--- src/rtl/multi_cycle_control.sv ---
// Sequencing FSM for the multi-cycle RISC-V core: one shared ALU and one unified memory port,
// a ready handshake with a bounded wait, and sticky trap causes for illegal opcodes and bus errors.
module multi_cycle_control #(
   parameter int MEM_TIMEOUT = 15
) (
   input  logic       clk,
   input  logic       reset,
   input  logic [6:0] OP_i,
   input  logic       Zero_i,
   input  logic       Mem_Ready_i,
   output logic       PC_Write_o,
   output logic       IR_Write_o,
   output logic       I_or_D_o,
   output logic       Mem_Read_o,
   output logic       Mem_Write_o,
   output logic       Reg_Write_o,
   output logic [1:0] Mem_to_Reg_o,
   output logic [1:0] ALU_Src_A_o,
   output logic [1:0] ALU_Src_B_o,
   output logic [2:0] ALU_Op_o,
   output logic       PC_Src_o,
   output logic       Branch_o,
   output logic       Jal_o,
   output logic       Retired_o,
   output logic       Illegal_o,
   output logic       Bus_Err_o
);

   localparam logic [3:0] S_IDLE      = 4'd0;
   localparam logic [3:0] S_FETCH     = 4'd1;
   localparam logic [3:0] S_DECODE    = 4'd2;
   localparam logic [3:0] S_EXEC_R    = 4'd3;
   localparam logic [3:0] S_EXEC_I    = 4'd4;
   localparam logic [3:0] S_EXEC_LUI  = 4'd5;
   localparam logic [3:0] S_ALU_WB    = 4'd6;
   localparam logic [3:0] S_MEM_ADDR  = 4'd7;
   localparam logic [3:0] S_MEM_READ  = 4'd8;
   localparam logic [3:0] S_MEM_WB    = 4'd9;
   localparam logic [3:0] S_MEM_WRITE = 4'd10;
   localparam logic [3:0] S_BRANCH    = 4'd11;
   localparam logic [3:0] S_JAL       = 4'd12;
   localparam logic [3:0] S_TRAP      = 4'd13;

   localparam logic [6:0] OP_R   = 7'h33;
   localparam logic [6:0] OP_I   = 7'h13;
   localparam logic [6:0] OP_LUI = 7'h37;
   localparam logic [6:0] OP_SW  = 7'h23;
   localparam logic [6:0] OP_LW  = 7'h03;
   localparam logic [6:0] OP_JAL = 7'h6F;
   localparam logic [6:0] OP_BEQ = 7'h63;

   localparam logic [7:0] TIMEOUT_LAST = 8'(MEM_TIMEOUT - 1);

   logic [3:0] state;
   logic [3:0] next_state;
   logic [7:0] wait_cnt;
   logic       wait_state;
   logic       timed_out;
   logic       set_illegal;
   logic       illegal_q;
   logic       bus_err_q;

   // A zero timeout disables the bus-error trap; a ready in the limit cycle still completes.
   assign wait_state = (state == S_FETCH) || (state == S_MEM_READ) || (state == S_MEM_WRITE);
   assign timed_out  = wait_state && !Mem_Ready_i && (MEM_TIMEOUT != 0) && (wait_cnt == TIMEOUT_LAST);
   assign Illegal_o  = illegal_q;
   assign Bus_Err_o  = bus_err_q;

   always_comb begin
      next_state   = state;
      set_illegal  = 1'b0;
      PC_Write_o   = 1'b0;
      IR_Write_o   = 1'b0;
      I_or_D_o     = 1'b0;
      Mem_Read_o   = 1'b0;
      Mem_Write_o  = 1'b0;
      Reg_Write_o  = 1'b0;
      Mem_to_Reg_o = 2'b00;
      ALU_Src_A_o  = 2'b00;
      ALU_Src_B_o  = 2'b00;
      ALU_Op_o     = 3'b000;
      PC_Src_o     = 1'b0;
      Branch_o     = 1'b0;
      Jal_o        = 1'b0;
      Retired_o    = 1'b0;
      case (state)
         S_IDLE: next_state = S_FETCH;
         S_FETCH: begin
            Mem_Read_o  = 1'b1;
            ALU_Src_B_o = 2'b01;
            ALU_Op_o    = 3'b111;
            if (Mem_Ready_i) begin
               IR_Write_o = 1'b1;
               PC_Write_o = 1'b1;
               next_state = S_DECODE;
            end
         end
         S_DECODE: begin
            ALU_Src_A_o = 2'b01;
            ALU_Src_B_o = 2'b10;
            ALU_Op_o    = 3'b111;
            case (OP_i)
               OP_R:         next_state = S_EXEC_R;
               OP_I:         next_state = S_EXEC_I;
               OP_LUI:       next_state = S_EXEC_LUI;
               OP_LW, OP_SW: next_state = S_MEM_ADDR;
               OP_BEQ:       next_state = S_BRANCH;
               OP_JAL:       next_state = S_JAL;
               default: begin
                  next_state  = S_TRAP;
                  set_illegal = 1'b1;
               end
            endcase
         end
         S_EXEC_R: begin
            ALU_Src_A_o = 2'b10;
            next_state  = S_ALU_WB;
         end
         S_EXEC_I, S_EXEC_LUI: begin
            ALU_Src_A_o = 2'b10;
            ALU_Src_B_o = 2'b10;
            ALU_Op_o    = (state == S_EXEC_I) ? 3'b001 : 3'b010;
            next_state  = S_ALU_WB;
         end
         S_ALU_WB: begin
            Reg_Write_o = 1'b1;
            Retired_o   = 1'b1;
            next_state  = S_FETCH;
         end
         S_MEM_ADDR: begin
            ALU_Src_A_o = 2'b10;
            ALU_Src_B_o = 2'b10;
            if (OP_i == OP_SW) begin
               ALU_Op_o   = 3'b011;
               next_state = S_MEM_WRITE;
            end else begin
               ALU_Op_o   = 3'b100;
               next_state = S_MEM_READ;
            end
         end
         S_MEM_READ: begin
            I_or_D_o   = 1'b1;
            Mem_Read_o = 1'b1;
            if (Mem_Ready_i) next_state = S_MEM_WB;
         end
         S_MEM_WB: begin
            Reg_Write_o  = 1'b1;
            Mem_to_Reg_o = 2'b01;
            Retired_o    = 1'b1;
            next_state   = S_FETCH;
         end
         S_MEM_WRITE: begin
            I_or_D_o    = 1'b1;
            Mem_Write_o = 1'b1;
            if (Mem_Ready_i) begin
               Retired_o  = 1'b1;
               next_state = S_FETCH;
            end
         end
         S_BRANCH: begin
            ALU_Src_A_o = 2'b10;
            ALU_Op_o    = 3'b110;
            Branch_o    = 1'b1;
            PC_Src_o    = 1'b1;
            PC_Write_o  = Zero_i;
            Retired_o   = 1'b1;
            next_state  = S_FETCH;
         end
         S_JAL: begin
            Jal_o        = 1'b1;
            PC_Src_o     = 1'b1;
            PC_Write_o   = 1'b1;
            Reg_Write_o  = 1'b1;
            Mem_to_Reg_o = 2'b10;
            ALU_Op_o     = 3'b101;
            Retired_o    = 1'b1;
            next_state   = S_FETCH;
         end
         S_TRAP:  next_state = S_TRAP;
         default: next_state = S_IDLE;
      endcase
      if (timed_out) next_state = S_TRAP;
   end

   // The wait counter runs only while a memory-wait state sees ready low, so every entry starts from zero.
   always_ff @(posedge clk or negedge reset) begin
      if (!reset) begin
         state     <= S_IDLE;
         wait_cnt  <= 8'd0;
         illegal_q <= 1'b0;
         bus_err_q <= 1'b0;
      end else begin
         state    <= next_state;
         wait_cnt <= (wait_state && !Mem_Ready_i) ? wait_cnt + 8'd1 : 8'd0;
         if (set_illegal) illegal_q <= 1'b1;
         if (timed_out)   bus_err_q <= 1'b1;
      end
   end

endmodule

--- config.mk ---
export PLATFORM = sky130hd
export DESIGN_NAME = multi_cycle_control
export DESIGN_NICKNAME = d
export VERILOG_FILES = /design/src/rtl/multi_cycle_control.sv
export SDC_FILE = /design/constraint.sdc
export NUM_CORES = 1
export LEC_CHECK = 0
export ABC_AREA = 1
export BUFFER_PORTS_ARGS = -buffer_cell sky130_fd_sc_hd__buf_2
export CORE_MARGIN = 3
export CORE_UTILIZATION = 55
export DETAILED_ROUTE_END_ITERATION = 6
export PLACE_DENSITY = 0.82
export SETUP_SLACK_MARGIN = 0.1
export SYNTH_ARGS = -nofsm -noshare
export SYNTH_HDL_FRONTEND = slang
export SYNTH_SLANG_ARGS = --single-unit
--- constraint.sdc ---
create_clock -name clk -period 3.1 [get_ports clk]
set_clock_uncertainty 0.15 [all_clocks]
set_input_delay 0 -clock clk [delete_from_list [all_inputs] [get_ports clk]]
set_output_delay 0 -clock clk [all_outputs]
set_load 0.005 [all_outputs]
Yosys cells after proc, flatten, opt, wreduce, memory -nomap -nowiden
Cells that the tools add are included.

word-level totals
  bits in registers = 14

operators by class
  reductions and logical operators = 20
  multiplexer cells = 27
  add/subtract/negate cells = 1
  equality and inequality tests = 24

operators with widths
  operator                                                         count
  4-bit one-hot mux with 8 select lines                            1
  4-bit == test, second input constant                             6
  4-bit one-hot mux with 6 select lines                            1
  7-bit by 6-bit == test with 1-bit output, second input constant  3
  4-bit by 3-bit == test with 1-bit output, second input constant  4
  4-bit 2-to-1 mux                                                 4
  3-bit one-hot mux with 5 select lines                            1
  7-bit == test, second input constant                             2
  2-bit one-hot mux with 2 select lines                            3
  2-bit OR reduction                                               6
  1-bit 2-to-1 mux                                                 11
  5-bit OR reduction                                               2
  3-bit inequality test, second input constant                     3
  8-bit by 1-bit adder with 8-bit output, second input constant    1
  4-bit by 2-bit == test with 1-bit output, second input constant  2
  8-bit by 4-bit == test with 1-bit output, second input constant  1
  8-bit 2-to-1 mux                                                 1
  4-bit OR reduction                                               2
  7-bit by 2-bit == test with 1-bit output, second input constant  1
  7-bit by 5-bit == test with 1-bit output, second input constant  1
  7-bit OR reduction                                               1
  3-bit OR reduction                                               2
  4-bit by 1-bit == test with 1-bit output, second input constant  1
  4-bit logical NOT                                                1
  8 further kinds                                                  11

Logic depth before layout (Yosys ltp)
Gate-level depths: netlist (run 1).

  depth after elaboration = 7
  depth in mapped cells = 10

Least setup slack after synthesis (run 1)
OpenSTA, ideal clock, no wires.

  path kind = reg-to-reg
  start = reg state[3]
  end = reg state[0]
  arrival = 1.221 ns
  cell stages (with the launch flop) = 9
  path buffers = 1
  slack = 1.664 ns
  path through = dfrtp_1 > buf_6 > nor2_4 > nand3_2 > a21oi_4 > inv_4 > nor2_4 > a21oi_1 > nand2_1

on the way
  cells in the longest elaborated chain, start to end = 7

RTL lines
  what                                                                       line    source
  start, declared                                                            54      logic [3:0] state;
  start signal, assigned                                                     193     state <= next_state;
  4-bit by 1-bit == test with 1-bit output or 4-bit == test (tied branches)  64, 86
  1-bit logical OR (2 in series)                                             64      assign wait_state = (state == S_FETCH) || (state == S_MEM_READ) || (state == S_MEM_WRITE);
  1-bit logical AND (2 in series)                                            65      assign timed_out = wait_state && !Mem_Ready_i && (MEM_TIMEOUT != 0) && (wait_cnt == TIMEOUT_LAST);
  3-bit inequality test (no line)                                            -
  3-bit AND reduction (no line)                                              -

Several ways; a longest one is shown, not always the timed one.
A chain may end at the register's enable or synchronous reset.

Worst setup path after layout (run 1)
  start = reg state[3]
  end = out ALU_Op_o[2]

on the way
  cells in the longest elaborated chain, start to end = 3

RTL lines
  what                                                                    line  source
  4-bit by 3-bit == test with 1-bit output, or another cell as far along  86    case (state)
  2-bit OR reduction, on equally long branches                            -
  3-bit one-hot mux with 5 select lines (*)                               86
  end, declared                                                           20    output logic [2:0] ALU_Op_o,

Every way passes the cells marked *; elsewhere a longest branch is shown, timed or not.

==> flow_summary.toml, run 1 <==
[power]
p_leak_nw = 0.7250
max-vdd-ir-drop_uv = 415.3
cellPowerDensity_mw_per_mm2 = 714.0

[timing]
finalCritPeriodShare_pct = 59.06
slew_violations = 0
finalSetupViolations = 0
clock.fmax_mhz = 546.2
post-route-min-period_ns = 1.831
slew_headroom_pct = 58.48
final_hold_viol_count = 0
rsz0062_at_grt = "false"
worstMarginPinSlew_ns = 0.6208
setup_tns_ns = 0

[logic_synthesis]
synth_top_area_share_pct = 32.26
synthTopCellsByCount = "nand2_1 (41), nor2_1 (31), inv_1 (24)"
ys_seq_elements = 14
netlist_instances = 167
synthArstFlopShare_pct = 100.0
synth_area_leaders = "dfrtp_1 (32%), nand2_1 (14%), nor2_1 (11%), inv_1 (8.3%), nand3_1 (6.9%)"
synthFlopType = "dfrtp_1"
synthesis.nets = 180
yosysTopAreaCell = "dfrtp_1"
ys_seq_area_share_pct = 32.26
syn_area_sq_mm = 0.001086
synth_cell_types = 24
synth_warnings = 0
synth.most_common_cell = "nand2_1"
synth_edf_count = 0
syn_avg_cell_area_sq_um = 6.503

[clocking]
tritoncts = "built"
h-tree-depth = 1
cts_buffer_depth = 2
post_cts_buffers = 0
clk_pin_slew_ns = 0.09
cts_inserted_buffers = 3
cts.sinks = 14
insertion_delay_ns = 0.28
cts_root_buf = "clkbuf_4"

[grt]
overflow = 0
antenna_found_initial = 0
grt_pass1_wl_um = 4519
track_usage_pct = 22.75
grt_max_degree = 15
grt_pass1_vias = 1094

[critical_path]
cp_common_cell = "inv_1"
end_kind = "output pin"
cp-start-kind = "flip-flop"
crit_type = "reg -> out"
cp_top_family = "flip-flops"
max_stage_delay_ns = 0.52
crit_fanout = 8
slowest_stage = "dfrtp_1"
worstPathRequired_ns = 2.95
path_cells = "inv_1 -> nand2_1 -> nor2_1 -> inv_1 -> o211ai_1 -> buf_2"
worst_ep_arrival_time_ns = 1.68
reg2reg_slack_ns = 1.42
worstPathBufferInverterCount = 3

[floorplanning]
num_rows = 15
io_pins = 32
die_width_um = 50.44
die-area_sq_mm = 0.002544
core_sq_mm = 0.001802
start_util_pct = 60.28
die_y_um = 50.44

[final_layout]
finish.instance_area_sq_mm = 0.001320
num_antenna_cells = 0
drive_above_1_share_pct = 24.63
nNetsFinal = 217
final_cells = 228
area_growth_pct = 21.54

[route]
viasPerCell = 5.259
drtAntennaViolNets = 0
vias = 1199
drtIter0Drc = 61
wl_per_cell_um = 11.36
routed_wl_um = 2590
drt_pass1_iterations = 4
route.detailed.drc = 0

[placed_design]
dp_cells = 221
place.gp.congestion = 0.9658
dpl.hpwl_um = 2138
portBuffers = 31
place_area_sq_mm = 0.001254

[run]
cap_violations = 0

[min_path]
hold_class = "in -> reg"

[status]
outcome = "completed"
==> stage by stage <==
stage | power, mW | setup slack (ns) | hold WS (ns) | utilization, %
global placement | 0.8018 | 1.488 | -0.2447 | 69.58
detailed placement | 0.8131 | 1.431 | -0.2429 | 69.58
floorplan | 0.6331 | 1.664 | -0.4456 | -
CTS | 0.9473 | 1.273 | 0.002852 | 73.26
global route | 1.033 | 1.119 | 0.04359 | 73.26
finish | 0.9425 | 1.269 | 0.001585 | 73.26
==> path summary, 6_finish.rpt <==
check	from	to	cells past startpoint
max	state[3]	ALU_Op_o[2]	6
min reg2reg	Illegal_o	Illegal_o	2
min	OP_i[4]	state[2]	5
max in group asynchronous	reset	wait_cnt[5]	3
min in group asynchronous	reset	wait_cnt[7]	3
max reg2reg	state[3]	state[3]	7
==> cells by family (layout without fill, tap and decap cells) <==
logic type      after synthesis  count (layout)  share of synthesized area [%]
fa+ha+maj                     2               2                          2.304
simple gates                104             104                          43.55
flops                        14              14                          32.26
buf+inv                      30              66                          11.64
compound gates               17              17                          10.25
==> routing by layer <==
metal | vias up | wire [um] | track usage, %
met3 | 0 | 227 | 5.341
met2 | 51 | 1232 | 39.78
met4 | 0 | 0 | 1.345
li1 | 600 | - | -
met5 | - | 0 | 0
met1 | 548 | 1129 | 29.87
==> state kept, by name, summed over array words and instances (netlist names) <==
signal and count:
state 4, Bus_Err_o 1, Illegal_o 1, wait_cnt 8
==> worst reg2reg max path: cells and delay by family, from the launching register on <==
family,cells,cell delay [ns]
flip-flops,1,0.52
AND/OR/NAND/NOR,4,0.52
AO/OA/AOI/OAI,2,0.35
buffers and inverters,1,0.09
==> timing repair <==
action	in CTS	in global routing
gates resized for setup	0	0
hold endpoints to repair	23	0
hold buffers	3	0
==> power breakdown <==
part           leakage [nW]  internal, mW  switching, mW
clock                0.0210        0.0714         0.0584
combinational         0.522         0.216          0.321
sequential            0.182         0.213         0.0623
==> area by class of cell <==
cell class                 count  area [sq um]
inverter                      28         107.6
tap                           25         31.28
fill                         162         481.7
multi-input combinational    123         609.3
sequential                    14         350.3
clock buffer                   4         36.28
timing repair buffer          34         185.2
==> cells in the final DEF, fill, tap and decap left out, types with 4 or more instances in the layout <==
cell type and instances:
nand2_1 41, nor2_1 31, buf_2 31, inv_1 24, nand3_1 15, dfrtp_1 14, o21ai_0 6, nor3_1 5
a21oi_1 4
Note: power is estimated with default switching activity, not from simulation.
==> run 2, diff against run 1 <==
--- a/config.mk
+++ b/config.mk
@@ -5,12 +5,13 @@
 export SDC_FILE = /design/constraint.sdc
 export NUM_CORES = 1
 export LEC_CHECK = 0
-export ABC_AREA = 1
+export ABC_AREA = 0
 export BUFFER_PORTS_ARGS = -buffer_cell sky130_fd_sc_hd__buf_2
+export CORE_ASPECT_RATIO = 0.6
 export CORE_MARGIN = 3
-export CORE_UTILIZATION = 55
+export CORE_UTILIZATION = 47
 export DETAILED_ROUTE_END_ITERATION = 6
-export PLACE_DENSITY = 0.82
+export PLACE_DENSITY = 0.74
 export SETUP_SLACK_MARGIN = 0.1
 export SYNTH_ARGS = -nofsm -noshare
 export SYNTH_HDL_FRONTEND = slang
==> constraint.sdc (replaced) <==
create_clock -name clk -period 1.61 [get_ports clk]
set_clock_uncertainty 0.15 [all_clocks]
set_input_delay 0 -clock clk [delete_from_list [all_inputs] [get_ports clk]]
set_output_delay 0 -clock clk [all_outputs]
set_load 0.005 [all_outputs]
==> flow_summary.toml, run 2 <==
[critical_path]
worstPathRequired_ns = 1.59
reg2reg_slack_ns = -0.09
cp-start-kind = "flip-flop"
crit_type = "reg -> reg"
worst_ep_arrival_time_ns = 1.68
crit_fanout = 7
end_kind = "flip-flop"

[min_path]
hold_class = "in -> async"

[floorplanning]
die_width_um = 70.24
io_pins = 32
start_util_pct = 51.47
num_rows = 13
die-area_sq_mm = 0.003128
core_sq_mm = 0.002261
die_y_um = 44.54

[grt]
grt_pass1_wl_um = 7086
grt_pass1_vias = 1470
overflow = 0
grt_max_degree = 15
track_usage_pct = 29.79
antenna_found_initial = 0

[placed_design]
place.gp.congestion = 0.9658
dpl.hpwl_um = 2787
dp_cells = 218
preCtsSetupSlack_ns = -0.1041
portBuffers = 31

[logic_synthesis]
synthMuxAreaShare_pct = 0
syn_area_sq_mm = 0.001164
synth_warnings = 0
synth_fa_ha_area_share_pct = 3.011
synth_xor_area_share_pct = 8.280
synth_cell_types = 47
synth_top_area_share_pct = 30.11
synth_area_leaders = "dfrtp_1 (30%), nor2_1 (6.5%), xor2_1 (5.3%), nor3_1 (3.9%), a21oi_1 (3.4%)"
syn_avg_cell_area_sq_um = 7.970
netlist_instances = 146
synthFlopType = "dfrtp_1"
ys_seq_area_share_pct = 30.11
synthTopCellsByCount = "nor2_1 (20), dfrtp_1 (14), nor3_1 (9)"
synthArstFlopShare_pct = 100.0
synth_top_family_by_area = "simple AND/OR/NAND/NOR gates"
ys_seq_elements = 14
synth-simple-area-share_pct = 31.40
synth_compound_area_share_pct = 20.43
synth.most_common_cell = "nor2_1"
synthesis.nets = 159
synth_edf_count = 0
yosysTopAreaCell = "dfrtp_1"

[clocking]
cts_buffer_depth = 2
cts.sinks = 14
h-tree-depth = 1
cts_inserted_buffers = 3
insertion_delay_ns = 0.25
clk_pin_slew_ns = 0.06
cts_root_buf = "clkbuf_8"
tritoncts = "built"

[final_layout]
drive_above_1_share_pct = 51.96
area_growth_pct = 56.24
largest-register = "wait_cnt"
largest_registers = "wait_cnt: 8 flops, state: 4 flops"
layout_common_cells = "buf_2 (31), buf_4 (21), nor2_1 (17)"
nNetsFinal = 218
largest_reg_flops = 8
final_common_cell = "buf_2"
num_antenna_cells = 0
final_cells = 234

[power]
combPwrFrac_pct = 72.7
p_int_mw = 1.781
clkPwrFrac_pct = 10.4
cellPowerDensity_mw_per_mm2 = 1828
p_leak_nw = 0.8497
max-vdd-ir-drop_uv = 990.9
power.share.switching_pct = 46.41
p_switching_mw = 1.543
seqPwrFrac_pct = 16.9

[timing]
setup_ws_ns = -0.09094
worstMarginPinSlew_ns = 0.5921
finalSetupViolations = 9
post-route-min-period_ns = 1.701
finalCritPeriodShare_pct = 105.6
rsz0062_at_grt = "true"
slew_headroom_pct = 60.22
final_hold_viol_count = 0
slew_violations = 0
clock.fmax_mhz = 587.9

[route]
top_layer = "met4"
route.detailed.drc = 0
wl_per_cell_um = 20.51
wl_met2_um = 2136
vias = 1503
route.met3.wl_um = 644
drt_pass1_iterations = 5
routed_wl_um = 4800
viasPerCell = 6.423
drtAntennaViolNets = 0
drtIter0Drc = 142
met1_length_um = 1684

[run]
cap_violations = 0

[status]
violations = "setup timing"
outcome = "finished, violations left"
[run 2: cell types whose count changed after synthesis, moves of 5 or more]
cell	previous run	this run
inv_1	24	7
nand3_1	15	2
xor2_1	0	7
nand2_1	41	8
nor2_1	31	20
and2_1	0	5
[run 2: worst max-delay path: stages (launching register included)]
cell and delay (ns):
dfrtp_2 0.49, buf_6 0.16, nand2_2 0.12, a31o_1 0.25, a2111o_1 0.41
[run 2: final cells by class]
cell class              instances  area, sq um
multi-input cells             115        904.6
fillers                       126        442.9
repair buffers                 63        435.4
flip-flops and latches         14        355.3
clock buffers                   4        55.05
well taps                      30        37.54
inverters                       8        30.03
[run 2: repair_timing]
action,CTS,global route
cloned,0,0
gates resized for setup,39,13
pin swaps,13,4
hold buffers,1,0
endpoints found under the hold margin,14,0
setup endpoints to repair,30,26
buffers inserted,11,1
[run 2: power groups by stage]
| stage | logic (mW) | registers [mW] | clock network, mW |
|---|---|---|---|
| 2_1_floorplan | 1.01 | 0.469 | 0 |
| 3_3_place_gp | 1.52 | 0.548 | 0 |
| 3_5_place_dp | 1.57 | 0.556 | 0 |
| 4_1_cts | 2.06 | 0.538 | 0.347 |
| 5_1_grt | 2.52 | 0.560 | 0.367 |
| 6_report | 2.42 | 0.561 | 0.345 |
[run 2: routing by layer]
metal / track usage (%) / up-vias
li1: - / 638
met1: 34.86 / 670
met2: 50.37 / 150
met3: 10.20 / 45
met4: 13.74 / 0
met5: 0 / -
[run 2: cell families (layout without fill, tap and decap cells)]
group                      count (synthesis)  after routing
and+or+nand+nor                           68             68
AOI/OAI and AO/OA                         33             33
buffers and inverters                     17             75
DFF                                       14             14
xor gates and xnor gates                  11             11
adders and majority gates                  3              3
[run 2: final timing paths]
kind | endpoint | cells past startpoint | from
max in group asynchronous | state[2] | 2 | reset
min in group clk | state[1] | 4 | Mem_Ready_i
worst min-delay path | wait_cnt[6] | 2 | reset
worst max-delay path | state[0] | 4 | state[2]
worst min register to register | Bus_Err_o | 1 | Bus_Err_o
worst max register to register | state[0] | 4 | state[2]
[run 2: through the flow]
stage	power [mW]	hold WS [ns]	cell area (sq um)	TNS [ns]	utilization, %
CTS	2.944	0.02559	1752	-0.03517	77.48
floorplan	1.477	-0.4456	1206	0	-
global route	3.452	0.07721	1818	-0.7725	80.41
global placement	2.064	-0.2482	1486	-0.007069	65.74
detailed placement	2.126	-0.2464	1486	-0.1706	65.74
finish	3.324	0.05269	1818	-0.4447	80.41
==> run 3, diff against run 2 <==
--- a/config.mk
+++ b/config.mk
@@ -11,7 +11,7 @@
 export CORE_MARGIN = 3
 export CORE_UTILIZATION = 47
 export DETAILED_ROUTE_END_ITERATION = 6
-export PLACE_DENSITY = 0.74
+export PLACE_DENSITY = 0.86
 export SETUP_SLACK_MARGIN = 0.1
 export SYNTH_ARGS = -nofsm -noshare
 export SYNTH_HDL_FRONTEND = slang
==> constraint.sdc (replaced) <==
create_clock -name clk -period 1.55 [get_ports clk]
set_clock_uncertainty 0.15 [all_clocks]
set_input_delay 0 -clock clk [delete_from_list [all_inputs] [get_ports clk]]
set_output_delay 0 -clock clk [all_outputs]
set_load 0.005 [all_outputs]
==> flow_summary.toml, run 3 <==
[logic_synthesis]
synthesis.nets = 159
ys_seq_area_share_pct = 30.11
synthTopCellsByCount = "nor2_1 (20), dfrtp_1 (14), nor3_1 (9)"
syn_avg_cell_area_sq_um = 7.970
ys_seq_elements = 14
synth_warnings = 0
syn_area_sq_mm = 0.001164
synth_top_area_share_pct = 30.11
synth_cell_types = 47
synthFlopType = "dfrtp_1"
synth_area_leaders = "dfrtp_1 (30%), nor2_1 (6.5%), xor2_1 (5.3%), nor3_1 (3.9%), a21oi_1 (3.4%)"
netlist_instances = 146
synth.most_common_cell = "nor2_1"
yosysTopAreaCell = "dfrtp_1"
synth_edf_count = 0
synthArstFlopShare_pct = 100.0

[grt]
grt_max_degree = 15

[timing]
endpoint_type = "output port"
worst_endpoint = "ALU_Src_B_o[1]"

[clocking]
cts_inserted_buffers = 3
h-tree-depth = 1
cts_root_buf = "clkbuf_8"
cts_buffer_depth = 2
cts.sinks = 14

[placed_design]
place.gp.congestion = 0.9529
place_area_sq_mm = 0.001554
dpl.hpwl_um = 3206
portBuffers = 31
dp_cells = 227

[floorplanning]
io_pins = 32
num_rows = 13
die_width_um = 70.24
die_y_um = 44.54
start_util_pct = 51.47

[status]
outcome = "did not finish"
firstError = "[ERROR DPL-0038] Utilization greater than 100%, impossible to legalize"
lastStage = "global routing (5_1_grt)"
-- run 3: cell families after synthesis --
logic type               after synthesis  share of synthesized area [%]
AO/OA/AOI/OAI                         33                          20.43
XOR/XNOR                              11                          8.279
adder cells (fa/ha/maj)                3                          3.010
buffers and inverters                 17                          6.775
flip-flops                            14                          30.11
AND/OR/NAND/NOR                       68                          31.40
-- run 3: timing repair --
item,4_1_cts
hold buffers,1
pin swaps,20
resized for setup,60
buffers inserted,24
cloned,0
hold endpoints to repair,14
endpoints found under the setup margin,33
-- run 3: per-stage QoR --
| step | setup WS (ns) | hold slack (ns) |
|---|---|---|
| after floorplan | 0.03449 | -0.4456 |
| after global placement | -0.1000 | -0.2442 |
| after detailed placement | -0.1871 | -0.2407 |
| after CTS | -0.1049 | 0.02468 |
==> run 4, diff against run 3 <==
--- a/config.mk
+++ b/config.mk
@@ -7,12 +7,10 @@
 export LEC_CHECK = 0
 export ABC_AREA = 0
 export BUFFER_PORTS_ARGS = -buffer_cell sky130_fd_sc_hd__buf_2
-export CORE_ASPECT_RATIO = 0.6
-export CORE_MARGIN = 3
-export CORE_UTILIZATION = 47
+export CORE_AREA = 3 3 64 66
 export DETAILED_ROUTE_END_ITERATION = 6
-export PLACE_DENSITY = 0.86
-export SETUP_SLACK_MARGIN = 0.1
+export DIE_AREA = 0 0 67 69
+export PLACE_DENSITY_LB_ADDON = 0.15
 export SYNTH_ARGS = -nofsm -noshare
 export SYNTH_HDL_FRONTEND = slang
 export SYNTH_SLANG_ARGS = --single-unit
==> constraint.sdc (replaced) <==
create_clock -name clk -period 2 [get_ports clk]
set_clock_uncertainty 0.15 [all_clocks]
set_input_delay 0 -clock clk [delete_from_list [all_inputs] [get_ports clk]]
set_output_delay 0 -clock clk [all_outputs]
set_load 0.005 [all_outputs]
==> flow_summary.toml, run 4 (synthesis results as in run 2) <==
[timing]
slew_headroom_pct = 70.65
rsz0062_at_grt = "false"
finalCritPeriodShare_pct = 91.37
worstMarginPinSlew_ns = 0.4402
slew_violations = 0
setup_tns_ns = 0
finalSetupViolations = 0
clock.fmax_mhz = 547.2
final_hold_viol_count = 0
post-route-min-period_ns = 1.827

[route]
route.detailed.drc = 0
drtAntennaViolNets = 0
viasPerCell = 5.186
vias = 1172
wl_per_cell_um = 12.92
routed_wl_um = 2919
drtIter0Drc = 106
drt_pass1_iterations = 4

[critical_path]
crit_type = "reg -> out"
crit_fanout = 14
worst_ep_arrival_time_ns = 1.68
reg2reg_slack_ns = 0.21
end_kind = "output pin"
worstPathRequired_ns = 1.85
cp-start-kind = "flip-flop"

[power]
max-vdd-ir-drop_uv = 426.8
p_leak_nw = 0.6612
cellPowerDensity_mw_per_mm2 = 1188
total_power_mw = 1.694

[placed_design]
dpl.hpwl_um = 2317
place_area_sq_mm = 0.001375
portBuffers = 31
place.gp.congestion = 0.8178

[min_path]
hold_class = "in -> async"

[final_layout]
largest_reg_flops = 8
drive_above_1_share_pct = 26.40
layout_common_cells = "buf_2 (31), nor2_1 (20), dfrtp_1 (14)"
nNetsFinal = 193
num_antenna_cells = 0
area_growth_pct = 22.58
fillers = 395
finish.instance_area_sq_mm = 0.001426
largest-register = "wait_cnt"
largest_registers = "wait_cnt: 8 flops, state: 4 flops"
final_common_cell = "buf_2"

[floorplanning]
die-area_sq_mm = 0.004623
io_pins = 32
num_rows = 22
start_util_pct = 32.02
core_sq_mm = 0.003633
die_width_um = 67
die_y_um = 69

[clocking]
ctsResizeCount = 0
cts_root_buf = "clkbuf_8"
tritoncts = "built"
cts.sinks = 14
h-tree-depth = 1
cts_buffer_depth = 2
clk_pin_slew_ns = 0.05
insertion_delay_ns = 0.24
cts_inserted_buffers = 3

[grt]
grt_pass1_vias = 1039
overflow = 0
antenna_found_initial = 0
grt_max_degree = 15
track_usage_pct = 12.73
grt_pass1_wl_um = 4871

[run]
cap_violations = 0

[status]
outcome = "completed"
## run 4: final cells by class
type	instances	area (sq um)	share of cell area (%)
multi-input combinational	115	734.5	51.49
sequential	14	350.3	24.56
timing repair buffer	38	210.2	14.74
tap	48	60.06	4.211
clock buffer	3	41.29	2.895
inverter	8	30.03	2.105
## run 4: path summary, 6_finish.rpt
kind,from,to,cells past startpoint
worst max-delay path,state[3],PC_Write_o,5
worst min-delay path,reset,wait_cnt[6],2
worst max register to register,state[0],state[3],4
worst min register to register,Bus_Err_o,Bus_Err_o,1
max in group asynchronous,reset,state[2],2
min in group clk,Mem_Ready_i,state[1],4
## run 4: metrics by stage
step	std cells	utilization, %	worst slack, ns	hold WS (ns)
final	226	39.26	0.1726	0.04060
after global routing	226	39.26	0.07147	0.06753
after CTS	226	39.26	0.1766	0.04446
after detailed placement	222	37.84	0.2501	-0.2346
after global placement	222	37.84	0.2853	-0.2375
after floorplan	146	-	0.3763	-0.4456
## run 4: repair_timing
item | CTS | global route
hold endpoints to repair | 14 | 0
buffers inserted | 0 | 0
hold buffers | 1 | 0
## run 4: worst max-delay path, cell delays in order (launching register included)
cell and delay (ns):
dfrtp_1 0.61, nand2b_1 0.13, buf_4 0.17, nor3_1 0.25, a211o_1 0.17, buf_2 0.10
## run 4: report_power, final
| part | internal [mW] | total [mW] | switching, mW | leakage [nW] |
|---|---|---|---|---|
| clock network | 0.133 | 0.220 | 0.0875 | 0.0216 |
| registers | 0.331 | 0.429 | 0.0981 | 0.184 |
| logic | 0.480 | 1.05 | 0.565 | 0.456 |
## run 4: metal layers
layer / wire length, um / up-vias / global-route usage (%)
met4: 0 / 0 / 2.027
met5: 0 / - / 0
li1: - / 586 / -
met1: 1500 / 556 / 20.10
met3: 149 / 0 / 1.629
met2: 1269 / 30 / 18.45
